File: src/rtl/irq_pkg.sv
// irq_pkg
//   Shared types and helpers for the external interrupt controller.
//   irq_state_t : controller state encoding (IDLE, REQ, ACK)
//   irq_idw()   : width of an index able to address nsrc items (minimum 1)
package irq_pkg;

    typedef enum logic [1:0] {
        IDLE = 2'd0,
        REQ  = 2'd1,
        ACK  = 2'd2
    } irq_state_t;

    function automatic int irq_idw(input int nsrc);
        return (nsrc <= 1) ? 1 : $clog2(nsrc);
    endfunction

endpackage

File: src/rtl/irq_sync.sv
// irq_sync
//   Parametrised-width two-flop synchroniser, synchronous active-high reset.
//   Ports:
//     clk  in  1  sampling clock
//     rst  in  1  synchronous reset, clears both stages to 0
//     i_d  in  W  asynchronous input
//     o_q  out W  synchronised output (two cycles of latency)
module irq_sync #(
    parameter int W = 1
) (
    input  logic         clk,
    input  logic         rst,
    input  logic [W-1:0] i_d,
    output logic [W-1:0] o_q
);

    logic [W-1:0] r_meta;
    logic [W-1:0] r_sync;

    always_ff @(posedge clk) begin
        if (rst) begin
            r_meta <= '0;
            r_sync <= '0;
        end else begin
            r_meta <= i_d;
            r_sync <= r_meta;
        end
    end

    assign o_q = r_sync;

endmodule

File: src/rtl/irq_ctrl.sv
// irq_ctrl
//   External interrupt controller: NSRC active-low lines, per-line level or
//   falling-edge mode, enable masking, fixed lowest-index-first priority and
//   a multi-cycle active-low acknowledge pulse.
//   Optional build macro: IRQ_SYNC_EN adds a 2-flop synchroniser on OINT_n.
//   Ports:
//     clk          in  1     system clock
//     rst          in  1     synchronous active-high reset
//     OINT_n       in  NSRC  interrupt lines, active-low
//     Ei_mie       in  NSRC  per-source enable
//     Ei_globalIE  in  1     global interrupt enable
//     Ei_irqTake   in  1     exception logic takes the presented id
//     Eo_irqValid  out 1     an interrupt is being presented
//     Eo_irqId     out IDW   index of the presented source
//     Eo_mip       out NSRC  pending register
//     IACK_n       out 1     acknowledge to the device, active-low
//
//   state | meaning
//   ------+--------------------------------------------------------------
//   IDLE  | nothing presented; arbitrate eligible pendings
//   REQ   | r_id presented; wait for take or withdraw
//   ACK   | IACK_n held low; down-counter r_cnt runs to terminal count 0
module irq_ctrl
    import irq_pkg::*;
#(
    parameter int              NSRC       = 3,
    parameter int              ACK_CYCLES = 2,
    parameter logic [NSRC-1:0] EDGE_MASK  = '0,
    localparam int             IDW        = irq_idw(NSRC)
) (
    input  logic            clk,
    input  logic            rst,
    input  logic [NSRC-1:0] OINT_n,
    input  logic [NSRC-1:0] Ei_mie,
    input  logic            Ei_globalIE,
    input  logic            Ei_irqTake,
    output logic            Eo_irqValid,
    output logic [IDW-1:0]  Eo_irqId,
    output logic [NSRC-1:0] Eo_mip,
    output logic            IACK_n
);

    localparam int            CW       = irq_idw(ACK_CYCLES);
    localparam logic [CW-1:0] CNT_LOAD = CW'(ACK_CYCLES - 1);

    irq_state_t      r_state;
    logic [IDW-1:0]  r_id;
    logic [CW-1:0]   r_cnt;
    logic [NSRC-1:0] r_pending;
    logic [NSRC-1:0] r_prev;

    logic [NSRC-1:0] w_s;
    logic [NSRC-1:0] w_elig;
    logic [NSRC-1:0] w_clr;
    logic [NSRC-1:0] w_pend_nxt;
    logic [IDW-1:0]  w_win_id;
    logic            w_any;
    logic            w_elig_id;
    logic            w_take;

`ifdef IRQ_SYNC_EN
    irq_sync #(.W(NSRC)) u_sync (
        .clk (clk),
        .rst (rst),
        .i_d (~OINT_n),
        .o_q (w_s)
    );
`else
    assign w_s = ~OINT_n;
`endif

    assign w_take = (r_state == REQ) && Ei_irqTake;
    assign w_elig = r_pending & Ei_mie & {NSRC{Ei_globalIE}};
    assign w_any  = |w_elig;

    // Edge sources: a new rising sample beats a clear from the take.
    always_comb begin
        w_clr      = '0;
        w_pend_nxt = '0;
        for (int i = 0; i < NSRC; i++) begin
            w_clr[i] = w_take && EDGE_MASK[i] && (r_id == IDW'(i));
            if (!EDGE_MASK[i])
                w_pend_nxt[i] = w_s[i];
            else if (w_s[i] && !r_prev[i])
                w_pend_nxt[i] = 1'b1;
            else if (w_clr[i])
                w_pend_nxt[i] = 1'b0;
            else
                w_pend_nxt[i] = r_pending[i];
        end
    end

    // Scan downwards so the lowest eligible index is the last write.
    always_comb begin
        w_win_id  = '0;
        w_elig_id = 1'b0;
        for (int i = NSRC - 1; i >= 0; i--) begin
            if (w_elig[i])
                w_win_id = IDW'(i);
        end
        for (int i = 0; i < NSRC; i++) begin
            if (r_id == IDW'(i))
                w_elig_id = w_elig[i];
        end
    end

    always_ff @(posedge clk) begin
        if (rst) begin
            r_state   <= IDLE;
            r_id      <= '0;
            r_cnt     <= '0;
            r_pending <= '0;
            r_prev    <= '0;
        end else begin
            r_pending <= w_pend_nxt;
            r_prev    <= w_s;
            case (r_state)
                IDLE: begin
                    if (w_any) begin
                        r_id    <= w_win_id;
                        r_state <= REQ;
                    end
                end
                REQ: begin
                    if (Ei_irqTake) begin
                        r_cnt   <= CNT_LOAD;
                        r_state <= ACK;
                    end else if (!w_elig_id) begin
                        r_state <= IDLE;
                    end
                end
                ACK: begin
                    if (r_cnt == '0)
                        r_state <= IDLE;
                    else
                        r_cnt <= r_cnt - 1'b1;
                end
                default: r_state <= IDLE;
            endcase
        end
    end

    assign Eo_irqValid = (r_state == REQ);
    assign Eo_irqId    = r_id;
    assign Eo_mip      = r_pending;
    assign IACK_n      = (r_state != ACK);

endmodule
File: config.mk
export PLATFORM = sky130hd
export DESIGN_NAME = irq_ctrl
export DESIGN_NICKNAME = d
export VERILOG_FILES = /design/src/rtl/irq_pkg.sv /design/src/rtl/irq_sync.sv /design/src/rtl/irq_ctrl.sv
export SDC_FILE = /design/constraint.sdc
export NUM_CORES = 1
export LEC_CHECK = 0
export ABC_AREA = 1
export CAP_MARGIN = 40
export CORE_AREA = 2 2 39 41
export DETAILED_ROUTE_END_ITERATION = 10
export DIE_AREA = 0 0 41 43
export HOLD_SLACK_MARGIN = 0.02
export PLACE_DENSITY_LB_ADDON = 0.3
export SYNTH_ARGS = -nofsm -noshare
export SYNTH_HDL_FRONTEND = slang
export SYNTH_SLANG_ARGS = --single-unit
File: constraint.sdc
create_clock -name clk -period 1.2 [get_ports clk]
set_input_delay 0.18 -clock clk [delete_from_list [all_inputs] [get_ports clk]]
set_output_delay 0.18 -clock clk [all_outputs]
set_load 0.005 [all_outputs]
==> flow_metrics.env <==
export IMPL_dpl_cell_area_sq_um=543
export IMPL_hold_viol_final=0
export IMPL_fp_dieW_microns=41
export IMPL_cts_sinks=8
export IMPL_synth_compound_area_share_pct=15.6
export IMPL_gr_total_overflow=0
export IMPL_root_buffer="clkbuf_4"
export IMPL_fillers=146
export IMPL_final_common_cell="clkdlybuf4s50_1"
export IMPL_synth_mux_area_share_pct=0
export IMPL_total_leakage_power_nw=0.253
export IMPL_layout_common_cells="clkdlybuf4s50_1, nand2_1, dlygate4sd2_1"
export IMPL_drive_above_1_share_pct=26.9
export IMPL_ir_drop_mv=0.486
export IMPL_synth_xor_area_share_pct=0
export IMPL_dieArea_sq_mm=0.00176
export IMPL_antenna_found_initial=0
export IMPL_die_h_microns=43
export IMPL_fin_ws_ns=0.0728
export IMPL_grt_max_degree=7
export IMPL_cts_buffer_depth=2
export IMPL_dpl_hpwl_microns=610
export IMPL_yosys_area_share_adder_pct=0
export IMPL_place_worst_setup_slack_ns=-0.0648
export IMPL_seq_area_frac_synth_pct=46.5
export IMPL_cts_htree_levels=1
export IMPL_placed_cells=79
export IMPL_synth_top_family_by_area="simple AND/OR/NAND/NOR gates"
export IMPL_synthCells=45
export IMPL_p_per_area_mw_per_mm2=1020
export IMPL_tightest_slew_ns=0.189
export IMPL_hp_class="in2reg"
export IMPL_syn_nets=55
export IMPL_vias=372
export IMPL_crit_type="reg2out"
export IMPL_drv_cap=0
export IMPL_slew_headroom_pct=87.4
export IMPL_clk_latency_ns=0.25
export IMPL_drc=0
export IMPL_instances_no_fill=83
export IMPL_syn_area_sq_um=344
export IMPL_cts_tree="yes"
export IMPL_ys_ff_latch=8
export IMPL_final_nets=79
export IMPL_viasPerCell=4.48
export IMPL_initial_core_util_pct=24.9
export IMPL_n_antenna_cell=0
export IMPL_period_minus_slack_ns=1.13
export IMPL_skew_ns=0.00188
export IMPL_grt_pass1_vias=311
export IMPL_rsz0062_at_grt="false"
export IMPL_yosys_area_share_simple_pct=30.2
export IMPL_crit_fanout=4
export IMPL_cp_start_kind="register"
export IMPL_slew_violations=0
export IMPL_grt_usage_pct=10.1
export IMPL_pin_count=17
export IMPL_ant_nets=0
export IMPL_routabilityCongestion=0.775
export IMPL_port_buffer_count=16
export IMPL_numCtsBuffers=3
export IMPL_grt_pass1_wl_microns=1190
export IMPL_area_delta_synth_final_pct=65.5
export IMPL_max_freq_ghz=0.887
export IMPL_dr_pass1_iters=3
export IMPL_critPathRequiredTime_ns=1.02
export IMPL_core_area_sq_mm=0.00138
export IMPL_yosysWarnings=0
export IMPL_syn_avg_cell_area_sq_um=7.65
export IMPL_period_share_pct=93.9
export IMPL_drtIter0Drc=9
export IMPL_cp_end_kind="output port"
export IMPL_setup_violations=0
export IMPL_worstPathArrival_ns=0.95
export IMPL_fin_util_pct=41.1
export IMPL_routedWlPerCell_microns=9.43
export IMPL_clk_pin_slew_worst_paths_ns=0.05
export IMPL_wirelength_microns=783
export IMPL_status="complete, no violations"
export IMPL_fp_row_count=14
export IMPL_fin_area_sq_um=569
export IMPL_synth_distinct_cells=15
synthesized netlist by cell type, drive strengths merged:
cell type,count,share of area (%)
a21oi,6,11
inv,6,6.5
nand3,4,5.8
nand3b,1,2.2
clkbuf,1,1.1
nand2,9,11
a211oi,1,2.2
nor2,5,6.2
nand4,3,5.5
dfxtp,8,47
o21ai,1,2.5
report_power, final:
part | total [mW] | switching, mW | internal (mW) | leakage [nW]
clock | 0.207 | 0.0929 | 0.115 | 0.0138
sequential | 0.285 | 0.00697 | 0.278 | 0.0673
combinational | 0.0900 | 0.0363 | 0.0537 | 0.172
area by class of cell:
class / count / area (sq um) / share of cell area [%]
repair buffers: 20 / 181 / 31.9
multi-input cells: 30 / 158 / 27.7
clock buffers: 3 / 22.5 / 3.96
flip-flops and latches: 8 / 165 / 29.0
inverters: 6 / 22.5 / 3.96
well taps: 16 / 20.0 / 3.52
cell families after synthesis:
group,Yosys count
DFF,8
and+or+nand+nor,22
buffers and inverters,7
AOI/OAI and AO/OA,8
stage by stage:
step	power [mW]	hold slack [ns]	TNS, ns
3_3_place_gp	0.384	0.455	-0.146
6_report	0.582	0.447	0
5_1_grt	0.618	0.461	0
4_1_cts	0.594	0.441	0
2_1_floorplan	0.321	0.252	0
3_5_place_dp	0.385	0.462	-0.170
worst paths after layout:
kind | endpoint | cells past startpoint | startpoint | slack (ns)
worst min-delay path | Eo_mip[2] | 2 | OINT_n[2] | 0.45
worst max register to register | r_state[0] | 7 | r_state[0] | 0.27
worst min register to register | r_cnt | 2 | r_cnt | 0.46
worst max-delay path | IACK_n | 3 | r_state[0] | 0.07
critical path, cell delays in order (launching register included):
cell and delay (ns):
dfxtp_1 0.30, inv_2 0.07, nand2_1 0.06, dlygate4sd2_1 0.26
repair_timing:
action / CTS / global route
hold endpoints to repair: 0 / 0
endpoints found under the setup margin: 7 / 0
gates resized for setup: 11 / 0
hold buffers: 0 / 0
setup buffers: 1 / 0
state kept, by name, summed over array words and instances (netlist names):
register  flops
r_state       2
Eo_irqId      2
r_cnt         1
Eo_mip        3
layer usage:
metal	vias up	routed length, microns	track usage [%]
met5	-	0	0
met4	0	0	4.00
met3	0	75	4.71
met2	18	325	13.8
met1	161	382	13.3
li1	193	-	-
(Power assumes the default switching activity.)
